**config.mk**
```make
export PLATFORM = sky130hd
export DESIGN_NAME = keyboard_ctrl
export DESIGN_NICKNAME = d
export VERILOG_FILES = /design/src/rtl/kbd_pkg.sv /design/src/rtl/digit_refresh_timer.sv /design/src/rtl/keyboard_ctrl.sv
export SDC_FILE = /design/constraint.sdc
export NUM_CORES = 1
export LEC_CHECK = 0
export CORE_MARGIN = 5
export CORE_UTILIZATION = 25
export DETAILED_ROUTE_END_ITERATION = 7
export REMOVE_ABC_BUFFERS = 1
export SYNTH_ARGS = -nofsm -noshare
export SYNTH_HDL_FRONTEND = slang
export SYNTH_HIERARCHICAL = 1
export SYNTH_SLANG_ARGS = --single-unit
```
**constraint.sdc**
```tcl
create_clock -name clk -period 5.24 [get_ports clk]
set_input_delay 0.524 -clock clk [delete_from_list [all_inputs] [get_ports clk]]
set_output_delay 0.524 -clock clk [all_outputs]
set_load 0.01 [all_outputs]
```
**src/rtl/kbd_pkg.sv**
```systemverilog
// rtl/kbd_pkg.sv - shared types and constants for the keyboard sequencer
// Purpose: prefix FSM state type and scan-code / LUT constants used by
//          keyboard_ctrl and convert_to_binary.
package kbd_pkg;

    typedef enum logic [1:0] {
        IDLE,
        BREAK,
        EXT,
        EXT_BREAK
    } prefix_state_t;

    localparam logic [7:0] BREAK_CODE = 8'hF0;
    localparam logic [7:0] EXT_CODE   = 8'hE0;
    localparam logic [7:0] EMPTY_CODE = 8'h00;

    localparam logic [3:0] LUT_EMPTY  = 4'hF;
    localparam logic [3:0] LUT_ERROR  = 4'hE;

endpackage

```
**src/rtl/digit_refresh_timer.sv**
```systemverilog
// rtl/digit_refresh_timer.sv - digit slot timer for the multiplexed display
// Purpose: counts REFRESH_CYCLES clocks per slot and steps digit_idx through
//          0..NUM_DIGITS-1 on every slot wrap.
// Ports:
//   clk       in  1  system clock
//   rst_n     in  1  synchronous active-low reset
//   digit_idx out    index of the digit owning the current slot
module digit_refresh_timer #(
    parameter int NUM_DIGITS     = 4,
    parameter int REFRESH_CYCLES = 100000
) (
    input  logic                          clk,
    input  logic                          rst_n,
    output logic [$clog2(NUM_DIGITS)-1:0] digit_idx
);

    localparam int IDX_W = $clog2(NUM_DIGITS);
    localparam int CNT_W = $clog2(REFRESH_CYCLES);

    localparam logic [CNT_W-1:0] CNT_LAST = CNT_W'(REFRESH_CYCLES - 1);
    localparam logic [IDX_W-1:0] IDX_LAST = IDX_W'(NUM_DIGITS - 1);

    logic [CNT_W-1:0] refresh_cnt;

    always_ff @(posedge clk) begin
        if (!rst_n) begin
            refresh_cnt <= '0;
            digit_idx   <= '0;
        end else if (refresh_cnt == CNT_LAST) begin
            refresh_cnt <= '0;
            digit_idx   <= (digit_idx == IDX_LAST) ? '0 : digit_idx + 1'b1;
        end else begin
            refresh_cnt <= refresh_cnt + 1'b1;
        end
    end

endmodule

```
**src/rtl/keyboard_ctrl.sv**
```systemverilog
// rtl/keyboard_ctrl.sv - PS/2 scan-code sequencer driving a multiplexed display
// Purpose: decodes make/break/extended prefixes, keeps the last NUM_DIGITS
//          accepted make codes, and time-shares an external LUT across digits.
// Ports:
//   clk, rst_n      clock and synchronous active-low reset
//   valid_code_in   one-cycle strobe qualifying scan_code_in
//   scan_code_in    received PS/2 byte
//   lut_code_out    code of the digit in the current slot, to the shared LUT
//   lut_binary_in   LUT result for lut_code_out
//   digit_an_out    registered active-low one-hot digit enable
//   digit_bin_out   registered value for the enabled digit
//   key_event_out   registered pulse per accepted make code
module keyboard_ctrl
    import kbd_pkg::*;
#(
    parameter int NUM_DIGITS     = 4,
    parameter int REFRESH_CYCLES = 100000
) (
    input  logic                  clk,
    input  logic                  rst_n,
    input  logic                  valid_code_in,
    input  logic [7:0]            scan_code_in,
    output logic [7:0]            lut_code_out,
    input  logic [3:0]            lut_binary_in,
    output logic [NUM_DIGITS-1:0] digit_an_out,
    output logic [3:0]            digit_bin_out,
    output logic                  key_event_out
);

    localparam logic [NUM_DIGITS-1:0] AN_ONE = NUM_DIGITS'(1);

    prefix_state_t state, next_state;

    logic [7:0] buffer [NUM_DIGITS];
    logic [7:0] last_pressed;
    logic       accept;
    logic       release_hit;

    logic [$clog2(NUM_DIGITS)-1:0] digit_idx;

    digit_refresh_timer #(
        .NUM_DIGITS     (NUM_DIGITS),
        .REFRESH_CYCLES (REFRESH_CYCLES)
    ) u_timer (
        .clk       (clk),
        .rst_n     (rst_n),
        .digit_idx (digit_idx)
    );

    assign lut_code_out = buffer[digit_idx];

    always_ff @(posedge clk) begin
        if (!rst_n) begin
            state <= IDLE;
        end else begin
            state <= next_state;
        end
    end

    // A repeated make of the held key is typematic and ignored; a break of
    // the held key clears last_pressed so the next press is accepted again.
    always_comb begin
        next_state  = state;
        accept      = 1'b0;
        release_hit = 1'b0;
        if (valid_code_in) begin
            case (state)
                IDLE: begin
                    if (scan_code_in == BREAK_CODE) begin
                        next_state = BREAK;
                    end else if (scan_code_in == EXT_CODE) begin
                        next_state = EXT;
                    end else if (scan_code_in != last_pressed) begin
                        accept = 1'b1;
                    end
                end
                BREAK: begin
                    next_state  = IDLE;
                    release_hit = (scan_code_in == last_pressed);
                end
                EXT:       next_state = (scan_code_in == BREAK_CODE) ? EXT_BREAK : IDLE;
                EXT_BREAK: next_state = IDLE;
                default:   next_state = IDLE;
            endcase
        end
    end

    always_ff @(posedge clk) begin
        if (!rst_n) begin
            last_pressed  <= EMPTY_CODE;
            key_event_out <= 1'b0;
            digit_an_out  <= '1;
            digit_bin_out <= LUT_EMPTY;
            for (int i = 0; i < NUM_DIGITS; i++) begin
                buffer[i] <= EMPTY_CODE;
            end
        end else begin
            key_event_out <= accept;
            // Anode and value are both taken from the same slot, so they
            // always move together.
            digit_an_out  <= ~(AN_ONE << digit_idx);
            digit_bin_out <= lut_binary_in;
            if (accept) begin
                buffer[0]    <= scan_code_in;
                for (int i = 1; i < NUM_DIGITS; i++) begin
                    buffer[i] <= buffer[i-1];
                end
                last_pressed <= scan_code_in;
            end else if (release_hit) begin
                last_pressed <= EMPTY_CODE;
            end
        end
    end

endmodule
```
# Word level (Yosys, flattened, before mapping)
# Memory sizes are Yosys's and may differ from the RTL's. A register that Yosys moved wholly into a read port is not among the register bits.
# Index checks and enable logic that the tools add are counted.
dict set report totals {
  elab_cells 56
  ramBits 32
  rom_bits 0
  n_memories 1
  latch_bits 0
  regBits 38
  in_bits 15
  output_inout_bits 17
}
dict set report classes {
  shifts 1
  div_mod_pow 0
  eq_ne 10
  addsub 2
  n_mul 0
  mux 24
  reduce_logical 5
  magnitude_cmp 0
  bitwise_logic 6
}
# memory words width read_ports rd_ports_with_merged_regs write_ports line_no
set memory_table {}
lappend memory_table {buffer 4 8 4 1 4 keyboard_ctrl.sv:34} ;# logic [7:0] buffer [NUM_DIGITS];
# op count
set op_table {}
lappend op_table {{$mux 8} 6}
lappend op_table {{$add 17x1->17 const B} 1}
lappend op_table {{$eq 17x17->1 const B} 1}
lappend op_table {{$eq 8x8->1 const B} 2}
lappend op_table {{$mux 2} 6}
lappend op_table {{$mux 1} 11}
lappend op_table {{$eq 8x8->1} 1}
lappend op_table {{$ne 8x8->1} 1}
lappend op_table {{$eq 2x2->1 const B} 3}
lappend op_table {{$pmux 2 s3} 1}
lappend op_table {{$not 4->4} 1}
lappend op_table {{$or 1x1->1} 4}
lappend op_table {{$reduce_or 2->1} 2}
lappend op_table {{$shl 1x2->4 const A} 1}
lappend op_table {{$ne 3x3->1 const B} 1}
lappend op_table {{$add 2x1->2 const B} 1}
lappend op_table {{$eq 2x1->1 const B} 1}
lappend op_table {{$logic_not 2->1} 1}
lappend op_table {{$reduce_and 2->1} 1}
lappend op_table {{$reduce_bool 2->1} 1}
lappend op_table {{$not 1->1} 1}

# Logic depth before layout (Yosys ltp)
# Gate-level depths: netlist of the first run.
dict set report depth {
  depth_word 10
  ltp_mapped 6
  ltp_nobuf 5
}

# Cells and area by module
# Netlist of the first run, hierarchy kept.
# module seq_area_each_um2 cells_each instances area_each_um2
set modules_own_cells {}
lappend modules_own_cells {keyboard_ctrl 1341.3 152 1 2158.3}
lappend modules_own_cells {digit_refresh_timer 380.4 97 1 854.6}

# Least setup slack after synthesis of the first run
# Ideal clock, no wire load.
dict set report synth_timing {
  path_kind {input-to-reg}
  startpoint {input rst_n}
  endpoint {memory buffer[0][0], enable pin}
  setup_ns 0.478
  required_ns 4.762
  stages 3
  path_buffers 2
  arrival_time_ns 1.660
  path_slack_ns 3.102
  path_cell_list {clkbuf_1 > clkbuf_1 > nand2_1}
}
# element line_no
set synth_rtl {}
lappend synth_rtl {{from (decl)} keyboard_ctrl.sv:20} ;# input logic rst_n,
lappend synth_rtl {{to (decl)} keyboard_ctrl.sv:34}

==> flow_summary.html, run 1 <==
<table>
<tr><th>Metric</th><th>Value</th></tr>
<tr><th colspan="2">Clock network</th></tr>
<tr><td>CTS Buf Count</td><td>9</td></tr>
<tr><td>TritonCTS clock tree</td><td>yes</td></tr>
<tr><td>Cts hold-fix bufs</td><td>0</td></tr>
<tr><td>CTS sink count</td><td>70</td></tr>
<tr><td>Clock-pin slew of the registers on the worst-case setup and hold paths</td><td>60 ps</td></tr>
<tr><td>Number of levels the H-tree was split into</td><td>3</td></tr>
<tr><td>Maximum clock path buffer count</td><td>2</td></tr>
<tr><td>Latest clock arrival within the worst-skew pair</td><td>330 ps</td></tr>
<tr><td>Buffer type at the clock tree root</td><td>sky130_fd_sc_hd__clkbuf_16</td></tr>
<tr><td>Number of setup buffers added after CTS</td><td>0</td></tr>
<tr><td>Resize count post-CTS</td><td>0</td></tr>
<tr><th colspan="2">Pwr</th></tr>
<tr><td>Clock share of power</td><td>49.2%</td></tr>
<tr><td>Leakage</td><td>1.35 nW</td></tr>
<tr><td>Reported net switching power</td><td>approximately 0.00028 W</td></tr>
<tr><td>Part of the total power dissipated in combinational logic</td><td>about 5.8%</td></tr>
<tr><td>Power Dens Cells</td><td>359 mW/mm²</td></tr>
<tr><td>Total design power</td><td>0.00136 W</td></tr>
<tr><td>Net Sw Frac</td><td>roughly a fifth</td></tr>
<tr><td>Internal power</td><td>0.00108 W</td></tr>
<tr><td>Worst VDD drop</td><td>0.000157 V</td></tr>
<tr><td>Sequential group share of total power</td><td>around 45%</td></tr>
<tr><th colspan="2">GRT</th></tr>
<tr><td>Global-route congestion overflow total</td><td>0</td></tr>
<tr><td>Busiest layer in global routing</td><td>met2</td></tr>
<tr><td>Total routing usage reported by global routing</td><td>under 10%</td></tr>
<tr><td>Largest net degree at the start of global routing</td><td>42</td></tr>
<tr><td>Antenna violations before repair</td><td>0</td></tr>
<tr><td>Global routing usage on met3</td><td>2.40%</td></tr>
<tr><td>Met1 usage in global routing</td><td>a little over a tenth</td></tr>
<tr><td>Number of global-route vias before repair</td><td>1951</td></tr>
<tr><td>Global-route wire length before repair</td><td>9640 µm</td></tr>
<tr><td>Global-route met2 utilization</td><td>13.3%</td></tr>
<tr><th colspan="2">Worst hold path</th></tr>
<tr><td>Startpoint of the tightest hold check path</td><td>u_timer/refresh_cnt[0]</td></tr>
<tr><td>Path category of the worst min-delay check</td><td>reg -&gt; reg</td></tr>
<tr><th colspan="2">Layout</th></tr>
<tr><td>Share of the core filled with cells</td><td>31.8%</td></tr>
<tr><td>Share of cells above drive strength 1</td><td>11.5%</td></tr>
<tr><td>Post-route cell area</td><td>0.00379 mm²</td></tr>
<tr><td>Diodes inserted</td><td>0</td></tr>
<tr><td>Final net count</td><td>300</td></tr>
<tr><td>Layout overhead on the synthesized area</td><td>25.7%</td></tr>
<tr><td>Fin cells</td><td>435</td></tr>
<tr><th colspan="2">STA</th></tr>
<tr><td>Headroom to the max-slew limit</td><td>44.7%</td></tr>
<tr><td>Slew at the pin with the worst max-slew slack</td><td>around 830 ps</td></tr>
<tr><td>Finish-stage setup viols</td><td>0</td></tr>
<tr><td>Final Slew Violations</td><td>0</td></tr>
<tr><td>Final clock period utilization by the worst path</td><td>53.2%</td></tr>
<tr><td>Total negative setup slack</td><td>0 ps</td></tr>
<tr><td>Setup repair after global routing missed its margin</td><td>false</td></tr>
<tr><td>Achievable frequency</td><td>358 MHz</td></tr>
<tr><td>Hold violation count in the final report</td><td>0</td></tr>
<tr><td>Clock skew</td><td>roughly 12 ps</td></tr>
<tr><td>Minimum clock period</td><td>2790 ps</td></tr>
<tr><th colspan="2">Floorplanning</th></tr>
<tr><td>Floorplan core area</td><td>between 0.01 and 0.015 mm²</td></tr>
<tr><td>Total Die Area</td><td>0.0143 mm²</td></tr>
<tr><td>X dimension of the die</td><td>120 µm</td></tr>
<tr><td>Height of the die</td><td>120 µm</td></tr>
<tr><td>Row count</td><td>40</td></tr>
<tr><td>Initial Util</td><td>25.3%</td></tr>
<tr><td>Number of ports placed on the die boundary</td><td>32</td></tr>
<tr><th colspan="2">Run status</th></tr>
<tr><td>Status</td><td>complete, no violations</td></tr>
<tr><th colspan="2">Placed design</th></tr>
<tr><td>Number of instances in the placed design</td><td>419</td></tr>
<tr><td>Final HPWL from detailed placement</td><td>4020 µm</td></tr>
<tr><td>Area post-placement</td><td>approximately 0.0034 mm²</td></tr>
<tr><td>Placer Congestion</td><td>0.843</td></tr>
<tr><td>Buffers on Ports</td><td>31</td></tr>
<tr><th colspan="2">Drt</th></tr>
<tr><td>Number of DRC markers after the initial detailed-route iteration</td><td>116</td></tr>
<tr><td>Vias</td><td>1917</td></tr>
<tr><td>DRC violations left</td><td>0</td></tr>
<tr><td>Via-per-instance ratio</td><td>roughly 4.4</td></tr>
<tr><td>Detailed-route wire length per cell</td><td>13.6 µm</td></tr>
<tr><td>Routed wire length</td><td>between 5000 and 6000 µm</td></tr>
<tr><td>Post-route antenna net violation count</td><td>0</td></tr>
<tr><td>1st-pass router iterations</td><td>4</td></tr>
<tr><th colspan="2">Logic synthesis</th></tr>
<tr><td>Number of standard cells after synthesis</td><td>between 200 and 250</td></tr>
<tr><td>Post-synth top area share</td><td>a little under a third</td></tr>
<tr><td>Synth Warn #</td><td>6</td></tr>
<tr><td>Count of state elements after synthesis</td><td>70</td></tr>
<tr><td>Dominant register cell in the synthesized netlist</td><td>sky130_fd_sc_hd__dfxtp_1</td></tr>
<tr><td>Post-Syn Area per Cell</td><td>12.1 µm²</td></tr>
<tr><td>Share of synthesized flip-flops with an asynchronous set or reset</td><td>0%</td></tr>
<tr><td>Post-synthesis cell area</td><td>0.00301 mm²</td></tr>
<tr><td>Count of different cell masters after synthesis</td><td>42</td></tr>
<tr><td>Number of enable flip-flop cells after synthesis</td><td>32</td></tr>
<tr><td>Leading area contributor after synthesis</td><td>sky130_fd_sc_hd__edfxtp_1</td></tr>
<tr><td>Sequential fraction of the synthesis area</td><td>57.1%</td></tr>
<tr><td>Area contributors post-synth</td><td>sky130_fd_sc_hd__edfxtp_1 32%, sky130_fd_sc_hd__dfxtp_1 25%, sky130_fd_sc_hd__and2_1 6.9%</td></tr>
<tr><th colspan="2">Critical path</th></tr>
<tr><td>Critical path endpoint category</td><td>output port</td></tr>
<tr><td>Peak fanout along the critical path</td><td>15</td></tr>
<tr><td>Launching element type of the critical path</td><td>register</td></tr>
<tr><td>CP required</td><td>approximately 4700 ps</td></tr>
<tr><td>Worst setup path start</td><td>u_timer/digit_idx[0]</td></tr>
<tr><td>Data arrival, critical path</td><td>2270 ps</td></tr>
<tr><td>Critical R2R Launch</td><td>u_timer/refresh_cnt[0]</td></tr>
<tr><td>Worst setup path category</td><td>reg -&gt; out</td></tr>
<tr><th colspan="2">Run</th></tr>
<tr><td>Max-cap viol count</td><td>0</td></tr>
</table>
logic make-up after synthesis:
kind of cell | after synthesis | synth area share, %
buffers and inverters | 14 | 2.82
muxes | 11 | 7.14
xor gates and xnor gates | 20 | 5.81
and+or+nand+nor | 114 | 21.9
DFF | 70 | 57.1
adders and majority gates | 2 | 0.830
AOI/OAI and AO/OA | 18 | 4.36
stage by stage:
stage	setup WS, ps	hold slack [ps]
finish	2450	445
detailed placement	2730	438
CTS	2380	451
global route	2290	462
floorplan	3120	418
global placement	2750	430
placed cells by master, fill, tap and decap left out, drive strengths merged:
| cell | count |
|---|---|
| o21ai | 3 |
| and2 | 33 |
| o31ai | 1 |
| nor4 | 6 |
| or3b | 1 |
| bufinv | 1 |
| xnor2 | 7 |
| mux4 | 8 |
| o2bb2ai | 8 |
| xor2 | 13 |
| edfxtp | 32 |
| a41o | 1 |
| buf | 1 |
| nor3 | 5 |
| nor4bb | 1 |
| nand4 | 4 |
| mux2i | 2 |
| inv | 6 |
| clkbuf | 13 |
| nand3b | 2 |
| and4 | 2 |
| or2 | 2 |
| o22ai | 1 |
| and3 | 2 |
| nand2 | 23 |
| nor2 | 15 |
| nand3 | 5 |
| a21boi | 1 |
| mux2 | 1 |
| nand2b | 6 |
| ha | 2 |
| or4 | 1 |
| nand4b | 2 |
| a21oi | 3 |
| clkdlybuf4s50 | 31 |
| clkinv | 1 |
| or3 | 4 |
| dfxtp | 38 |
final cells by class:
class / count / area [µm²]
fillers: 1205 / 8120
flip-flops and latches: 70 / 1720
inverters: 5 / 18.8
clock buffers: 13 / 294
repair buffers: 32 / 318
multi-input cells: 165 / 1210
clock inverters: 3 / 45.0
well taps: 147 / 184
metal layers:
layer	wire length, µm	up-vias	share of wire [%]
met5	0	-	0
met4	144	0	2.4
met3	211	9	3.6
met2	2650	32	45
met1	2910	919	49
li1	-	957	-
path summary, 6_finish.rpt:
path,cells past startpoint,slack (ps),to
worst min-delay path,1,450,u_timer/refresh_cnt[0]
worst min register to register,1,450,u_timer/refresh_cnt[0]
worst max register to register,5,3200,u_timer/refresh_cnt[12]
worst max-delay path,2,2450,lut_code_out[5]
registers in the layout, indices dropped and copies added (netlist names):
register	cells
buffer	32
digit_bin_out	4
u_timer/digit_idx	2
digit_an_out	4
last_pressed	8
state	2
u_timer/refresh_cnt	17
key_event_out	1
power groups by stage:
stage               Combinational [W]  Sequential [W]  Clock [W]
floorplan                   0.0000389        0.000619          0
global placement            0.0000785        0.000622          0
detailed placement          0.0000804        0.000622          0
CTS                         0.0000805        0.000611   0.000687
global route                0.0000858        0.000614   0.000711
finish                      0.0000791        0.000611   0.000669
Yosys cell counts, types with 5 or more instances:
master                      number
sky130_fd_sc_hd__inv_1           5
sky130_fd_sc_hd__xnor2_1         7
sky130_fd_sc_hd__nand2b_1        6
sky130_fd_sc_hd__nand3_1         5
sky130_fd_sc_hd__xor2_1         13
sky130_fd_sc_hd__mux4_2          8
sky130_fd_sc_hd__o2bb2ai_1       8
sky130_fd_sc_hd__edfxtp_1       32
sky130_fd_sc_hd__and2_1         33
sky130_fd_sc_hd__nor2_1         15
sky130_fd_sc_hd__nand2_1        23
sky130_fd_sc_hd__dfxtp_1        38
worst max-delay path, stage by stage, from the launching register on:
cell and delay (ps):
sky130_fd_sc_hd__dfxtp_1 850, sky130_fd_sc_hd__mux4_2 580, sky130_fd_sc_hd__clkdlybuf4s50_1 500
Note: power is estimated with default switching activity, not from simulation.
==> run 2: changes to the inputs <==
==> constraint.sdc (replaced) <==
create_clock -name clk -period 2.8 [get_ports clk]
set_input_delay 0.28 -clock clk [delete_from_list [all_inputs] [get_ports clk]]
set_output_delay 0.28 -clock clk [all_outputs]
set_load 0.01 [all_outputs]
==> run 2 against run 1 <==
Clock power is 54% higher; register-to-register slack worse by 2400 ps; worst hold slack got worse by 0.62 ps; cell count increased by 0.23%; clock skew down 4.1 ps; via count increased by 0.83%; highest routed layer unchanged.
==> flow_summary.html, run 2 (same netlist as run 1, synthesis figures left out) <==
<table>
<tr><th>Metric</th><th>Value</th></tr>
<tr><th colspan="2">Run status</th></tr>
<tr><td>Status</td><td>complete, no violations</td></tr>
<tr><th colspan="2">Clock network</th></tr>
<tr><td>Resize count post-CTS</td><td>0</td></tr>
<tr><td>Buffer type at the clock tree root</td><td>sky130_fd_sc_hd__clkbuf_16</td></tr>
<tr><td>Clock-pin slew of the registers on the worst-case setup and hold paths</td><td>60 ps</td></tr>
<tr><td>Maximum clock path buffer count</td><td>2</td></tr>
<tr><td>CTS sink count</td><td>70</td></tr>
<tr><td>CTS Buf Count</td><td>9</td></tr>
<tr><td>TritonCTS clock tree</td><td>yes</td></tr>
<tr><td>Number of levels the H-tree was split into</td><td>3</td></tr>
<tr><td>Number of setup buffers added after CTS</td><td>0</td></tr>
<tr><td>Latest clock arrival within the worst-skew pair</td><td>~330 ps</td></tr>
<tr><td>Cts hold-fix bufs</td><td>0</td></tr>
<tr><th colspan="2">Layout</th></tr>
<tr><td>Largest registers</td><td>buffer: 32 flops, u_timer/refresh_cnt: 17 flops, last_pressed: 8 flops</td></tr>
<tr><td>Share of cells above drive strength 1</td><td>11.1%</td></tr>
<tr><td>Fillers</td><td>1230</td></tr>
<tr><td>Final net count</td><td>approximately 300</td></tr>
<tr><td>Most common cell after layout, fill and taps aside</td><td>sky130_fd_sc_hd__dfxtp_1</td></tr>
<tr><td>Post-route cell area</td><td>roughly 0.0037 mm²</td></tr>
<tr><td>Share of the core filled with cells</td><td>31.3%</td></tr>
<tr><td>Layout overhead on the synthesized area</td><td>23.6%</td></tr>
<tr><td>Max reg flops</td><td>32</td></tr>
<tr><td>Largest register by flop count</td><td>buffer</td></tr>
<tr><td>Commonest cells after routing, fill and taps aside</td><td>38 x sky130_fd_sc_hd__dfxtp_1, 33 x sky130_fd_sc_hd__and2_1, 32 x sky130_fd_sc_hd__edfxtp_1</td></tr>
<tr><td>Diodes inserted</td><td>0</td></tr>
<tr><th colspan="2">Pwr</th></tr>
<tr><td>Power Dens Cells</td><td>623 mW/mm²</td></tr>
<tr><td>Leakage</td><td>1.32 nW</td></tr>
<tr><td>Total design power</td><td>0.00232 W</td></tr>
<tr><td>Worst VDD drop</td><td>~0.00022 V</td></tr>
<tr><th colspan="2">Floorplanning</th></tr>
<tr><td>Initial Util</td><td>between 20% and 30%</td></tr>
<tr><td>Number of ports placed on the die boundary</td><td>32</td></tr>
<tr><td>Height of the die</td><td>approximately 120 µm</td></tr>
<tr><td>Row count</td><td>40</td></tr>
<tr><td>Floorplan core area</td><td>0.0119 mm²</td></tr>
<tr><td>X dimension of the die</td><td>120 µm</td></tr>
<tr><td>Total Die Area</td><td>~0.014 mm²</td></tr>
<tr><th colspan="2">Critical path</th></tr>
<tr><td>Launching element type of the critical path</td><td>register</td></tr>
<tr><td>Critical path endpoint category</td><td>output port</td></tr>
<tr><td>Cell count of the worst reg-to-reg path</td><td>5</td></tr>
<tr><td>Peak fanout along the critical path</td><td>15</td></tr>
<tr><td>CP required</td><td>2520 ps</td></tr>
<tr><td>Worst setup path category</td><td>reg -&gt; out</td></tr>
<tr><td>Data arrival, critical path</td><td>between 2000 and 2500 ps</td></tr>
<tr><th colspan="2">STA</th></tr>
<tr><td>Hold violation count in the final report</td><td>0</td></tr>
<tr><td>Total negative setup slack</td><td>0 ps</td></tr>
<tr><td>Headroom to the max-slew limit</td><td>a little over two fifths</td></tr>
<tr><td>Minimum clock period</td><td>~2600 ps</td></tr>
<tr><td>Slew at the pin with the worst max-slew slack</td><td>841 ps</td></tr>
<tr><td>Setup repair after global routing missed its margin</td><td>false</td></tr>
<tr><td>Clock skew</td><td>7.94 ps</td></tr>
<tr><td>Final clock period utilization by the worst path</td><td>91.9%</td></tr>
<tr><td>Finish-stage setup viols</td><td>0</td></tr>
<tr><td>Final Slew Violations</td><td>0</td></tr>
<tr><td>Min setup slack post-route</td><td>227 ps</td></tr>
<tr><td>Achievable frequency</td><td>389 MHz</td></tr>
<tr><th colspan="2">Placed design</th></tr>
<tr><td>Setup WS pre-CTS</td><td>516 ps</td></tr>
<tr><td>Area post-placement</td><td>0.00346 mm²</td></tr>
<tr><td>Final HPWL from detailed placement</td><td>3980 µm</td></tr>
<tr><td>Placer Congestion</td><td>0.749</td></tr>
<tr><td>Buffers on Ports</td><td>31</td></tr>
<tr><th colspan="2">Drt</th></tr>
<tr><td>DRC violations left</td><td>0</td></tr>
<tr><td>Routed wire length</td><td>~5900 µm</td></tr>
<tr><td>Detailed-route wire length per cell</td><td>13.6 µm</td></tr>
<tr><td>1st-pass router iterations</td><td>4</td></tr>
<tr><td>Number of DRC markers after the initial detailed-route iteration</td><td>98</td></tr>
<tr><td>Via-per-instance ratio</td><td>4.43</td></tr>
<tr><td>Vias</td><td>just under 2000</td></tr>
<tr><td>Post-route antenna net violation count</td><td>0</td></tr>
<tr><th colspan="2">GRT</th></tr>
<tr><td>Largest net degree at the start of global routing</td><td>42</td></tr>
<tr><td>Global-route congestion overflow total</td><td>0</td></tr>
<tr><td>Number of global-route vias before repair</td><td>1928</td></tr>
<tr><td>Total routing usage reported by global routing</td><td>between 8 and 9%</td></tr>
<tr><td>Antenna violations before repair</td><td>0</td></tr>
<tr><td>Global-route wire length before repair</td><td>9560 µm</td></tr>
<tr><th colspan="2">Run</th></tr>
<tr><td>Max-cap viol count</td><td>0</td></tr>
<tr><th colspan="2">Worst hold path</th></tr>
<tr><td>Path category of the worst min-delay check</td><td>reg -&gt; reg</td></tr>
<tr><td>Number of cells on the worst hold path</td><td>1</td></tr>
</table>
## run 2: worst max-delay path, stage by stage, from the launching register on
cell and delay (ps):
sky130_fd_sc_hd__dfxtp_1 870, sky130_fd_sc_hd__mux4_2 600, sky130_fd_sc_hd__clkdlybuf4s50_1 490
## run 2: path summary, 6_finish.rpt
check | startpoint | to | slack (ps)
worst max register to register | u_timer/refresh_cnt[0] | u_timer/refresh_cnt[10] | 760
worst max-delay path | u_timer/digit_idx[0] | lut_code_out[0] | 230
worst min register to register | u_timer/refresh_cnt[0] | u_timer/refresh_cnt[0] | 440
worst min-delay path | u_timer/refresh_cnt[0] | u_timer/refresh_cnt[0] | 440
## run 2: stage by stage
stage	hold slack [ps]	std cells
after floorplan	353	240
after global placement	428	420
after detailed placement	437	420
after CTS	451	436
after global routing	470	436
final	445	436
## run 2: report_power, final
group | total, W | internal [W] | leakage [nW] | switching (W)
Combinational | 0.000148 | 0.0000783 | 0.522 | 0.0000701
Sequential | 0.00114 | 0.00112 | 0.664 | 0.0000231
Clock | 0.00103 | 0.000597 | 0.130 | 0.000431
Total | 0.00232 | 0.00180 | 1.32 | 0.000524
## run 2: layout make-up
type                       instances  area (µm²)  area share (%)
sequential                        70        1720            46.2
multi-input combinational        165        1210            32.4
timing repair buffer              33         325            8.74
clock buffer                      10         229            6.15
tap                              147         184            4.94
clock inverter                     6        38.8            1.04
inverter                           5        18.8           0.504
## run 2: metal layers
layer | up-vias | routed length [µm] | GRT usage, %
li1 | 956 | - | -
met1 | 927 | 2920 | 11.1
met2 | 38 | 2580 | 12.5
met3 | 12 | 253 | 2.69
met4 | 0 | 155 | 5.15
met5 | - | 0 | 0
==> run 3: changes to the inputs <==
--- a/config.mk
+++ b/config.mk
@@ -5,6 +5,7 @@
 export SDC_FILE = /design/constraint.sdc
 export NUM_CORES = 1
 export LEC_CHECK = 0
+export CAP_MARGIN = 25
 export CORE_MARGIN = 5
 export CORE_UTILIZATION = 25
 export DETAILED_ROUTE_END_ITERATION = 7
==> results of run 3 <==
Same layout as run 2: the final DEF is identical, and so are final timing and power.
